===== src/rtl/divisor_pkg.sv =====
// Shared types and helpers for the parametrised serial divider.
package divisor_pkg;

   // Default operand/result width used by the top when no override is given.
   localparam int DIV_WIDTH_DEF = 16;

   // Widest operand the helpers below accept; narrower values are extended first.
   localparam int DIV_MAX_W = 64;

   typedef enum logic [1:0] {
      IDLE = 2'd0,
      ITER = 2'd1,
      FIX  = 2'd2,
      DONE = 2'd3
   } div_state_t;

   // Two's complement negate; callers truncate the result back to their width.
   function automatic logic [DIV_MAX_W-1:0] twos_neg(input logic [DIV_MAX_W-1:0] v);
      return ~v + 1'b1;
   endfunction

   // Magnitude of a sign-extended value. The most-negative value of any narrower
   // width maps onto its own bit pattern once truncated, which the datapath relies on.
   function automatic logic [DIV_MAX_W-1:0] twos_abs(input logic [DIV_MAX_W-1:0] v);
      return v[DIV_MAX_W-1] ? twos_neg(v) : v;
   endfunction

endpackage


===== src/rtl/divisor_iter_core.sv =====
// Unsigned restoring shift/subtract core: one quotient bit per step.
// The dividend register doubles as the quotient register: dividend bits leave
// at the top while quotient bits enter at the bottom.
module divisor_iter_core
   import divisor_pkg::*;
#(
   parameter int WIDTH = DIV_WIDTH_DEF
) (
   input  logic             i_clk,
   input  logic             i_rst_n,
   input  logic             i_load,
   input  logic             i_step,
   input  logic [WIDTH-1:0] i_dividend,
   input  logic [WIDTH-1:0] i_divisor,
   output logic [WIDTH-1:0] o_quot,
   output logic [WIDTH-1:0] o_rem,
   output logic             o_last
);

   localparam int CNT_W = $clog2(WIDTH);

   logic [WIDTH-1:0] r_rem;
   logic [WIDTH-1:0] r_quot;
   logic [CNT_W-1:0] r_cnt;

   // Partial remainder after the shift is WIDTH+1 bits wide.
   logic [WIDTH:0]   w_trial;
   logic             w_fits;
   logic [WIDTH-1:0] w_diff;

   assign w_trial = {r_rem, r_quot[WIDTH-1]};
   assign w_fits  = (w_trial >= {1'b0, i_divisor});
   // A fitting difference is always below the divisor, so WIDTH bits hold it.
   assign w_diff  = WIDTH'(w_trial - {1'b0, i_divisor});

   assign o_quot = r_quot;
   assign o_rem  = r_rem;
   assign o_last = (r_cnt == '0);

   // Load operands, then shift/trial-subtract once per step with restore on borrow.
   always_ff @(posedge i_clk or negedge i_rst_n) begin
      if (!i_rst_n) begin
         r_rem  <= '0;
         r_quot <= '0;
         r_cnt  <= '0;
      end else if (i_load) begin
         r_rem  <= '0;
         r_quot <= i_dividend;
         r_cnt  <= CNT_W'(WIDTH - 1);
      end else if (i_step) begin
         r_rem  <= w_fits ? w_diff : w_trial[WIDTH-1:0];
         r_quot <= {r_quot[WIDTH-2:0], w_fits};
         if (r_cnt != '0) begin
            r_cnt <= r_cnt - CNT_W'(1);
         end
      end
   end

endmodule


===== src/rtl/divisor_param.sv =====
// Parametrised serial divider with signed/unsigned mode, Start/Done level
// handshake, divide-by-zero and signed-overflow flags.
module divisor_param
   import divisor_pkg::*;
#(
   parameter int WIDTH = DIV_WIDTH_DEF
) (
   input  logic             CLK,
   input  logic             RSTa,
   input  logic             Start,
   input  logic             Signed_Mode,
   input  logic [WIDTH-1:0] Num,
   input  logic [WIDTH-1:0] Den,
   output logic [WIDTH-1:0] Coc,
   output logic [WIDTH-1:0] Res,
   output logic             Done,
   output logic             Busy,
   output logic             DivZero,
   output logic             Ovf
);

   div_state_t r_state;
   div_state_t w_state_nxt;

   logic             r_smode;
   logic             r_sn;
   logic             r_sd;
   logic             r_ovf_pend;
   logic [WIDTH-1:0] r_den_mag;
   logic [WIDTH-1:0] r_coc;
   logic [WIDTH-1:0] r_res;
   logic             r_done;
   logic             r_divzero;
   logic             r_ovf;

   logic             w_sample;
   logic             w_den_zero;
   logic             w_ovf_det;
   logic             w_core_load;
   logic             w_core_step;
   logic             w_core_last;
   logic [WIDTH-1:0] w_num_mag;
   logic [WIDTH-1:0] w_den_mag;
   logic [WIDTH-1:0] w_quot;
   logic [WIDTH-1:0] w_rem;
   logic [WIDTH-1:0] w_coc_fix;
   logic [WIDTH-1:0] w_res_fix;

   assign w_sample   = (r_state == IDLE) && Start;
   assign w_den_zero = (Den == '0);
   // Only most-negative / -1 overflows; the magnitude datapath already wraps it correctly.
   assign w_ovf_det  = Signed_Mode && (Num == {1'b1, {(WIDTH-1){1'b0}}}) && (Den == '1);

   assign w_num_mag = Signed_Mode ? WIDTH'(twos_abs(DIV_MAX_W'($signed(Num)))) : Num;
   assign w_den_mag = Signed_Mode ? WIDTH'(twos_abs(DIV_MAX_W'($signed(Den)))) : Den;

   assign w_core_load = w_sample && !w_den_zero;
   assign w_core_step = (r_state == ITER);

   // Truncating division: quotient sign is sN xor sD, remainder follows the dividend.
   assign w_coc_fix = (r_smode && (r_sn ^ r_sd)) ? WIDTH'(twos_neg(DIV_MAX_W'(w_quot))) : w_quot;
   assign w_res_fix = (r_smode && r_sn)          ? WIDTH'(twos_neg(DIV_MAX_W'(w_rem)))  : w_rem;

   assign Coc     = r_coc;
   assign Res     = r_res;
   assign Done    = r_done;
   assign Busy    = (r_state == ITER) || (r_state == FIX);
   assign DivZero = r_divzero;
   assign Ovf     = r_ovf;

   divisor_iter_core #(
      .WIDTH(WIDTH)
   ) u_core (
      .i_clk      (CLK),
      .i_rst_n    (RSTa),
      .i_load     (w_core_load),
      .i_step     (w_core_step),
      .i_dividend (w_num_mag),
      .i_divisor  (r_den_mag),
      .o_quot     (w_quot),
      .o_rem      (w_rem),
      .o_last     (w_core_last)
   );

   // State register.
   always_ff @(posedge CLK or negedge RSTa) begin
      if (!RSTa) begin
         r_state <= IDLE;
      end else begin
         r_state <= w_state_nxt;
      end
   end

   // Next-state logic; DONE is held for at least one edge so Done is always seen.
   always_comb begin
      w_state_nxt = r_state;
      case (r_state)
         IDLE: begin
            if (Start) begin
               w_state_nxt = w_den_zero ? DONE : ITER;
            end
         end
         ITER: begin
            if (w_core_last) begin
               w_state_nxt = FIX;
            end
         end
         FIX: begin
            w_state_nxt = DONE;
         end
         DONE: begin
            if (r_done && !Start) begin
               w_state_nxt = IDLE;
            end
         end
         default: begin
            w_state_nxt = IDLE;
         end
      endcase
   end

   // Operand capture at the sampling edge, result/flag registers, registered Done.
   always_ff @(posedge CLK or negedge RSTa) begin
      if (!RSTa) begin
         r_smode    <= 1'b0;
         r_sn       <= 1'b0;
         r_sd       <= 1'b0;
         r_ovf_pend <= 1'b0;
         r_den_mag  <= '0;
         r_coc      <= '0;
         r_res      <= '0;
         r_done     <= 1'b0;
         r_divzero  <= 1'b0;
         r_ovf      <= 1'b0;
      end else begin
         r_done <= (r_state == DONE) && (w_state_nxt == DONE);
         if (w_sample) begin
            r_smode    <= Signed_Mode;
            r_sn       <= Num[WIDTH-1];
            r_sd       <= Den[WIDTH-1];
            r_den_mag  <= w_den_mag;
            r_ovf_pend <= w_ovf_det;
            r_ovf      <= 1'b0;
            r_divzero  <= w_den_zero;
            if (w_den_zero) begin
               r_coc <= '1;
               r_res <= Num;
            end
         end else if (r_state == FIX) begin
            r_coc <= w_coc_fix;
            r_res <= w_res_fix;
            r_ovf <= r_ovf_pend;
         end
      end
   end

endmodule


===== config.mk =====
export PLATFORM = sky130hd
export DESIGN_NAME = divisor_param
export DESIGN_NICKNAME = d
export VERILOG_FILES = /design/src/rtl/divisor_pkg.sv /design/src/rtl/divisor_iter_core.sv /design/src/rtl/divisor_param.sv
export SDC_FILE = /design/constraint.sdc
export NUM_CORES = 1
export LEC_CHECK = 0
export ABC_AREA = 0
export CORE_ASPECT_RATIO = 0.75
export CORE_MARGIN = 5
export CORE_UTILIZATION = 52
export CTS_CLUSTER_DIAMETER = 100
export DETAILED_ROUTE_END_ITERATION = 10
export PLACE_DENSITY = 0.78
export SYNTH_ARGS = -nofsm -noshare
export SYNTH_HDL_FRONTEND = slang
export SYNTH_SLANG_ARGS = --single-unit
export TNS_END_PERCENT = 10

===== constraint.sdc =====
create_clock -name CLK -period 2.5 [get_ports CLK]
set_input_delay 0.5 -clock CLK [delete_from_list [all_inputs] [get_ports CLK]]
set_output_delay 0.5 -clock CLK [all_outputs]
set_load 0.1 [all_outputs]

==> metrics <==
status complete, no violations; via count 6,036; synth top area cells dfrtp_1 (37%), nand2_1 (6.5%), o21ai_0 (6.3%); Rows 34; WL per Instance 17.4 um; worst-path cell chain clkdlybuf4s50_1 -> nor4_2 -> buf_4 -> nand2_1 -> or4_4 -> and2_1 -> buf_4 -> nor4_1; Worst Path Max Fanout 6; crit end category flip-flop; total CTS buffers 9; asr flop ratio synth 100%; setup tns final 0 ns; chip width 136 um; final setup violation count 0; final-report hold violation count 0; register bit count reported by yosys 93; commonest non-fill, non-tap cell in the layout buf_4; post-DP HPWL 13,900 um; number of fill cells 958; most frequent CP cell buf_4; FMAX 0.412 GHz; Cells after DPL 1,029; Crit Path Category input pin to flip-flop; TritonCTS clock tree done; Bufs and invs on worst path 3; Hold Buf Count CTS 0; largest net degree at the start of global routing 54; commonest cells after routing, fill and taps aside buf_4 (122), nand2_1 (107), dfrtp_1 (93), o21ai_0 (76), nor2_1 (58); net count after synthesis 811; Max-Cap Viols 0; layout cell share with drive strength beyond 1 18.7%; number of synthesized flops with an enable pin 0; Clock Tree Buf Depth 2; FF-to-FF Start u_core.o_rem[1]; worst r2r dst u_core.o_rem[15]; Initial Util 53.5%; measured slew at the worst slew-check pin 0.596 ns; detail-routed via count per cell 5.76; die height 105 um; # DRC 0; Avg Cell Area, Syn 8.35 um2; Sink Count 93; share of the synthesized area in the top cell type 37.3%; startpoint types input pin; Root Buffer clkbuf_16; fin cells 1,048; number of warning messages in the yosys log 0; Mapped Cells 747; clock latency on the worst-skew pair 0.35 ns; R2R Setup Slk 0.11 ns; family with the most delay on the worst path simple AND/OR/NAND/NOR gates; Max-slew headroom 60.3%; worst hold path class input pin to asynchronous set/reset pin; top_reg_cell synth dfrtp_1; total grt overflow 0; initial antenna violation count 0; area of the core 11,700 um2; final period utilization 97.1%; fin util 68.1%; Seq/Total Area, Yosys 37.3%; post-synthesis cell type count 60; fin crit period 2.43 ns; synthesized area 6230 um2; Layout area overhead 27.4%; slowest stage cell, crit path or4_4; Slew Limit Fails 0; worst reg2reg path depth 9; PortBufs 71; DRT iter0 DRCs 482; cell taking the most area after synthesis dfrtp_1; number of global-route vias before repair 6,006; Clock transition at path regs 0.07 ns; Top Ports 72; die area 14,300 um2; ANT cells 0; Critical Path AT 2.66 ns; antenna-violating nets left 0; GRT Total Usage 25.9%; final wirelength 18,200 um; first-pass GRT wire length 29,900 um; Fin Clk Skew 0.00539 ns; hold slack 0.146 ns; H-Tree Depth 3; first drt pass iteration count 5; Worst Path Required 2.74 ns; CP peak stage delay 0.57 ns; fin nets 945; routability congestion estimate 0.982
routing by layer:
layer	vias up	track usage [%]	routed length [um]
li1	2903	-	-
met1	2868	37.5	8580
met2	230	38.6	7990
met3	35	6.96	1240
met4	0	6.91	378
met5	-	0	0
final cells by class:
type | count | area, um2 | area share (%)
tap | 162 | 203 | 2.55
inverter | 38 | 143 | 1.80
clock inverter | 7 | 66.3 | 0.835
timing repair buffer | 159 | 1310 | 16.5
clock buffer | 9 | 225 | 2.84
multi-input combinational | 580 | 3670 | 46.2
sequential | 93 | 2330 | 29.3
sequential cells by signal, summed over array words and instances (netlist names):
register and cells:
Coc 16, Res 16, r_den_mag 16, u_core.o_quot 16, u_core.o_rem 16, u_core.r_cnt 4, r_state 2, DivZero 1
Done 1, Ovf 1, r_ovf_pend 1, r_sd 1, r_smode 1, r_sn 1
cell families after synthesis:
group                      Yosys count  share of synthesized area [%]
and+or+nand+nor                    238                           17.4
AOI/OAI and AO/OA                  228                           22.0
DFF                                 93                           37.3
buffers and inverters               74                           5.02
xor gates and xnor gates            65                           9.13
adders and majority gates           28                           5.74
muxes                               21                           3.39
cells in the mapped netlist (2+ instances only):
cell	n
a211o_1	6
a211oi_1	2
a21o_1	4
a21oi_1	56
a22oi_1	2
a31oi_1	17
and2_1	9
and3_1	4
buf_1	3
buf_2	7
buf_6	3
clkbuf_1	22
dfrtp_1	93
ha_1	27
inv_1	38
mux2i_1	20
nand2_1	108
nand2b_1	3
nand3_1	6
nand4_1	6
nor2_1	58
nor3_1	15
nor4_1	5
nor4_2	2
o211a_1	5
o211ai_1	7
o21a_1	3
o21ai_0	78
o21ai_1	13
o22a_1	6
o22ai_1	3
o31ai_1	11
o41ai_1	4
or3_1	6
or4_1	7
xnor2_1	35
xor2_1	30
stage by stage:
step	area (um2)	setup slack (ns)
5_1_grt	7940	-0.00494
6_report	7940	0.0718
4_1_cts	7840	0.0366
3_3_place_gp	7550	-0.211
3_5_place_dp	7550	-0.313
2_1_floorplan	6230	0.172
how the worst max path moves through the flow:
stage | start | to | cells past startpoint | slack [ns]
floorplan | u_core.o_rem[7] | u_core.o_rem[11] | 8 | 0.17
global placement | Den[7] | u_core.o_rem[9] | 9 | -0.21
detailed placement | Den[7] | u_core.o_rem[13] | 8 | -0.31
CTS | r_den_mag[8] | u_core.o_rem[9] | 9 | 0.04
global route | u_core.o_quot[15] | u_core.o_rem[8] | 12 | -0.005
finish | Den[7] | u_core.o_rem[13] | 8 | 0.07
timing repair:
item,in CTS,in global routing
setup buffers,0,3
pin swaps,0,4
setup endpoints to repair,1,32
resized for setup,1,19
Power is not shown: default switching activity piles up to over one toggle a cycle in this logic, so the estimate is an artifact.
==> RTL edit 1: new RTL, config.mk and constraints unchanged <==
Set the package constant `DIV_WIDTH_DEF` to 32 (it was 16).
--- a/src/rtl/divisor_pkg.sv
+++ b/src/rtl/divisor_pkg.sv
@@ -2,7 +2,7 @@
 package divisor_pkg;
 
    // Default operand/result width used by the top when no override is given.
-   localparam int DIV_WIDTH_DEF = 16;
+   localparam int DIV_WIDTH_DEF = 32;
 
    // Widest operand the helpers below accept; narrower values are extended first.
    localparam int DIV_MAX_W = 64;
Interface: changed (resized Coc, Den, Num and Res); port bits go from 72 to 136. No check against the original RTL was run, so the function may have changed too.
==> RTL edit 1 against the unedited design <==
  * The flow now finishes with violations (negative setup slack)
  * Cell area increased by 110%
  * Via count rose by 110%
  * Sequential share of layout area fell by 3.4 points
  * Sequential cell count increased by 81
  * First-iteration DRC count rose to 2.6 times the old value
  * Routed wire length increased by 120%
  * Area after synthesis is 92% higher
  * Setup slack lost 450 ps
  * Critical path type is now flip-flop to flip-flop
Power is left out: the tool's default activity adds up to more than one toggle a clock period on the data nets, which glitch-free logic cannot reach.
==> RTL edit 1: results (changes against the unedited design) <==
Register Area = 4360 um^2 (+87%)
worst skew pair latency = 450 ps (+100 ps)
antenna violations before repair = 0 (unchanged)
CTS Buf Count = 17 (+8)
Mapped Cells = 1452 (+94%)
Worst Setup SP = u_core.o_quot[31]
sequential share of the synthesized area = 36.5% (-0.86 points)
mux contribution to synthesized area = 4.20% (+0.81 points)
Setup CP Type = flip-flop to flip-flop
First-pass DRT Iterations = 5 (unchanged)
vias in the first global route = 12.3k (+100%)
Fill cells = 1648 (+72%)
CTS max path bufs = 2 (unchanged)
number of diodes = 0 (unchanged)
H-tree depth = 4 (+1)
total number of vias = 12.7k (+110%)
Root Driver = clkbuf_16
Synth Area in Compound Gates = 21.1% (-0.90 points)
Post-synth ARST share = 100% (unchanged)
CP max FO = 2 (-4)
failing checks = negative setup slack
Post-Synth XOR/XNOR Area = 10.5% (+1.4 points)
IO Port Bufs = 135 (+90%)
Clk pin slew, worst setup/hold paths = 70 ps (about the same)
synthesized net count = 1564 (+93%)
Final Setup Violations = 40 (+40)
First DRT Iteration DRCs = 1241 (+160%)
critical path data arrival time = 3260 ps (+600 ps)
final worst setup slack = -378 ps (-449 ps)
dpl hpwl = 29.3 mm (+110%)
GR Util All Layers = 30.3% (+4.4 points)
Synth area leaders = dfrtp_1, a21oi_1, xnor2_1
Synth Area in Adders = 4.67% (-1.1 points)
Worst Tran Pin Value = 1140 ps (+542 ps)
RR Startpoint = u_core.o_quot[31]
Yosys Warn Count = 0 (unchanged)
first-pass GRT wire length = 64.0 mm (+110%)
Reg2Reg Depth = 13 (+4)
non-filler cells, final = 2135 (+100%)
final WL = 40.5 mm (+120%)
Routability Congestion = 0.929 (-5.4%)
Synth cell types = 68 (+13%)
largest net degree at the start of global routing = 120 (+120%)
worst slack at placement = -822 ps (-509 ps)
final hold viol count = 0 (unchanged)
layout cells sized above 1 = 29.0% (+10 points)
dpl cell area = 15500 um^2 (+110%)
Most used DFF post-synth = dfrtp_1
Setup Skew = 12.9 ps (+7.47 ps)
# nets final = 1934 (+100%)
status = finished with violations
commonest cells in the netlist = dfrtp_1, nand2_1, a21oi_1
HP Class = input port to asynchronous set/reset pin
[RTL edit 1: cell count changes after synthesis, moves of 16 or more]
cell and change:
a21oi_1 +105, dfrtp_1 +81, nand2_1 +63, nor2_1 +57
o21ai_0 +54, xnor2_1 +49, clkbuf_1 +35, nor3_1 +35
mux2i_1 +29, xor2_1 +29, inv_1 +24, ha_1 +16
[RTL edit 1: cell type report]
cell class              count  share of cell area (%)
clock buffers              20                    2.77
clock inverters            12                   0.936
inverters                  62                    1.38
multi-input cells        1144                    45.9
flip-flops and latches    174                    25.9
well taps                 300                    2.23
repair buffers            423                    20.9
[RTL edit 1: worst paths after layout]
check                                    to  slack, ps
max                        u_core.o_rem[28]       -380
min                         u_core.r_cnt[1]         80
max reg2reg                u_core.o_rem[28]       -380
min reg2reg                   r_den_mag[29]        480
max in group asynchronous           Res[13]       1750
min in group CLK                     Res[7]        450
[RTL edit 1: what timing repair did]
item | 4_1_cts | 5_1_grt
buffers inserted | 12 | 6
pin swaps | 67 | 35
resized for setup | 95 | 63
setup endpoints to repair | 132 | 128
gates cloned | 2 | 1
[RTL edit 1: layer usage]
layer  track usage (%)  vias up  wire [um]
met4              9.85        0       1150
met5                 0        -          0
met1              43.3     6140      17700
met3              5.80       95       3120
met2              46.7      550      18600
li1                  -     5880          -
[RTL edit 1: stage by stage]
stage	setup TNS (ps)	hold WS [ps]
floorplan	-7110	204
global placement	-72470	461
detailed placement	-81140	470
CTS	-7540	160
global route	-18220	175
finish	-9270	79.7
[RTL edit 1: critical path, cell delays in order, from the launching register on]
cell and delay (ps):
dfrtp_1 430, inv_2 100, ha_4 140, inv_2 40, fa_2 330, a21o_1 200, a221oi_2 290, o21a_1 220
o211ai_1 180, a211o_1 340, a21oi_2 170, xnor2_1 140, mux2i_1 90, a21oi_1 140
==> RTL edit 2: new RTL, same settings <==
Made on the original files. The 4 states of `div_state_t` get a Gray code encoding in 2 bits.
--- a/src/rtl/divisor_pkg.sv
+++ b/src/rtl/divisor_pkg.sv
@@ -8,10 +8,10 @@
    localparam int DIV_MAX_W = 64;
 
    typedef enum logic [1:0] {
-      IDLE = 2'd0,
-      ITER = 2'd1,
-      FIX  = 2'd2,
-      DONE = 2'd3
+      IDLE = 2'b00,
+      ITER = 2'b01,
+      FIX  = 2'b11,
+      DONE = 2'b10
    } div_state_t;
 
    // Two's complement negate; callers truncate the result back to their width.
Formal check against the unedited RTL: same outputs for any inputs over 10 cycles, from zero or initial values and one cycle with RSTa low; not proved beyond that.
==> RTL edit 2 against the unedited design <==
  * Cell area up 0.13%
  * Area after synthesis is 5.1% lower
  * Synthesized cell count shrank 6.7%
  * First-iteration DRC count up 57%
  * Fmax down 1.5%
  * Sequential cell count stayed put
  * Setup slack worse by 37 ps
  * Routed wire length up 8.2%
  * Final cell count down 5.3%
  * Sequential share of layout area hardly changed
  * Highest routed layer unchanged
==> RTL edit 2: results (changes against the unedited design) <==
status = finished clean
Mapped Cells = 697 (-6.7%)
placed insts = 959 (-6.8%)
IO Port Bufs = 71 (unchanged)
dpl hpwl = 14.2 mm (+2.2%)
Synth cell types = 59 (-1.7%)
first-pass GRT wire length = 31.6 mm (+5.4%)
Routability Congestion = 0.952 (-3.1%)
First-pass DRT Iterations = 6 (+1)
Worst Setup SP = Den[1]
wl on met1 = 8.62 mm (+0.43%)
largest net degree at the start of global routing = 50 (-7.4%)
crit path to = u_core.o_quot[2]
commonest cells in the netlist = dfrtp_1, nand2_1, o21ai_0
total number of vias = 6093 (+0.94%)
HP Class = flip-flop to flip-flop
First DRT Iteration DRCs = 755 (+57%)
# nets final = 905 (-4.2%)
top sig layer = met4
DR WL/cell = 19.8 um (+14%)
met3 global-route usage = 8.71% (+1.7 points)
critical path data arrival time = 2720 ps (+60 ps)
Reg2Reg Depth = 10 (+1)
worst reg2reg setup slack = 40 ps (-70 ps)
met2 wire length = 8.55 mm (+6.9%)
synthesized net count = 756 (-6.8%)
Setup Skew = 9.32 ps (+3.92 ps)
Synth area leaders = dfrtp_1, xor2_1, nand2_1
vias in the first global route = 5937 (-1.1%)
capturing point of the worst reg2reg path = Res[14]
met2 usage = 43.9% (+5.3 points)
layout cells sized above 1 = 24.3% (+5.6 points)
met3 WL = 2.09 mm (+69%)
sequential share of the synthesized area = 39.3% (+2.0 points)
GR Util All Layers = 29.3% (+3.4 points)
M1 GR Usage = 41.2% (+3.8 points)
RR Startpoint = u_core.o_rem[0]
Worst Tran Pin Value = 620 ps (+24.3 ps)
## RTL edit 2: cell types whose count changed after synthesis, moves of 9 or more
cell	before	now
a31oi_1	17	6
mux2i_1	20	11
nand2_1	108	91
nand3_1	6	24
o21ai_0	78	67
o21ai_1	13	3
xnor2_1	35	24
xor2_1	30	43
## RTL edit 2: per-stage QoR
step	total power, W	worst slack (ps)	instance area [um^2]	setup TNS [ps]
final	0.0119	34.3	7950	0
after CTS	0.0114	-56.2	7700	-56.2
after detailed placement	0.00982	-568	7280	-34580
after global routing	0.0125	-65.9	7950	-153
after floorplan	0.00771	17.3	5970	0
after global placement	0.00957	-481	7280	-29930
## RTL edit 2: worst min path at each step
stage | start | to | slack (ps) | depth (start not counted)
after floorplan | RSTa | Coc[0] | 200 | 0
after global placement | RSTa | r_den_mag[9] | 350 | 1
after detailed placement | RSTa | r_den_mag[9] | 360 | 1
after CTS | r_ovf_pend | r_ovf_pend | 490 | 2
after global routing | r_ovf_pend | r_ovf_pend | 510 | 2
final | r_ovf_pend | r_ovf_pend | 490 | 2
## RTL edit 2: logic make-up after synthesis
| logic type | after synthesis | synth area share [%] |
|---|---|---|
| multiplexers | 11 | 1.86 |
| adder cells (fa/ha/maj) | 23 | 4.99 |
| buffers and inverters | 68 | 4.86 |
| XOR/XNOR | 67 | 9.92 |
| AND/OR/NAND/NOR | 236 | 18.4 |
| flip-flops | 93 | 39.3 |
| AO/OA/AOI/OAI | 199 | 20.6 |
## RTL edit 2: worst max-delay path, cell delays in order
cell and delay, ps:
clkdlybuf4s15_1 200, inv_2 80, ha_4 130, or3b_4 380
or4_4 460, nor3_4 270, a21o_4 190, and2_4 210
buf_12 120, nand2_1 60, o221ai_1 110
## RTL edit 2: what timing repair did
| action | 4_1_cts | 5_1_grt |
|---|---|---|
| endpoints found under the hold margin | 12 | 0 |
| cloned | 2 | 1 |
| buffers inserted | 2 | 10 |
| gates resized for setup | 24 | 41 |
| hold buffers | 1 | 0 |
| setup endpoints to repair | 69 | 45 |
| pin swaps | 7 | 14 |
## RTL edit 2: final cells by class
cell class | instances | area (um^2)
well taps | 140 | 175
repair buffers | 173 | 1460
fillers | 791 | 3070
multi-input cells | 536 | 3560
flip-flops and latches | 93 | 2330
inverters | 33 | 124
clock inverters | 7 | 75.1
diodes | 1 | 2.50
clock buffers | 9 | 225
## RTL edit 2: power groups by stage
stage | Clock [W] | Combinational [W] | Sequential, W
floorplan | 0 | 0.00332 | 0.00439
global placement | 0 | 0.00686 | 0.00271
detailed placement | 0 | 0.00706 | 0.00276
CTS | 0.00141 | 0.00721 | 0.00275
global route | 0.00148 | 0.00821 | 0.00286
finish | 0.00140 | 0.00768 | 0.00279
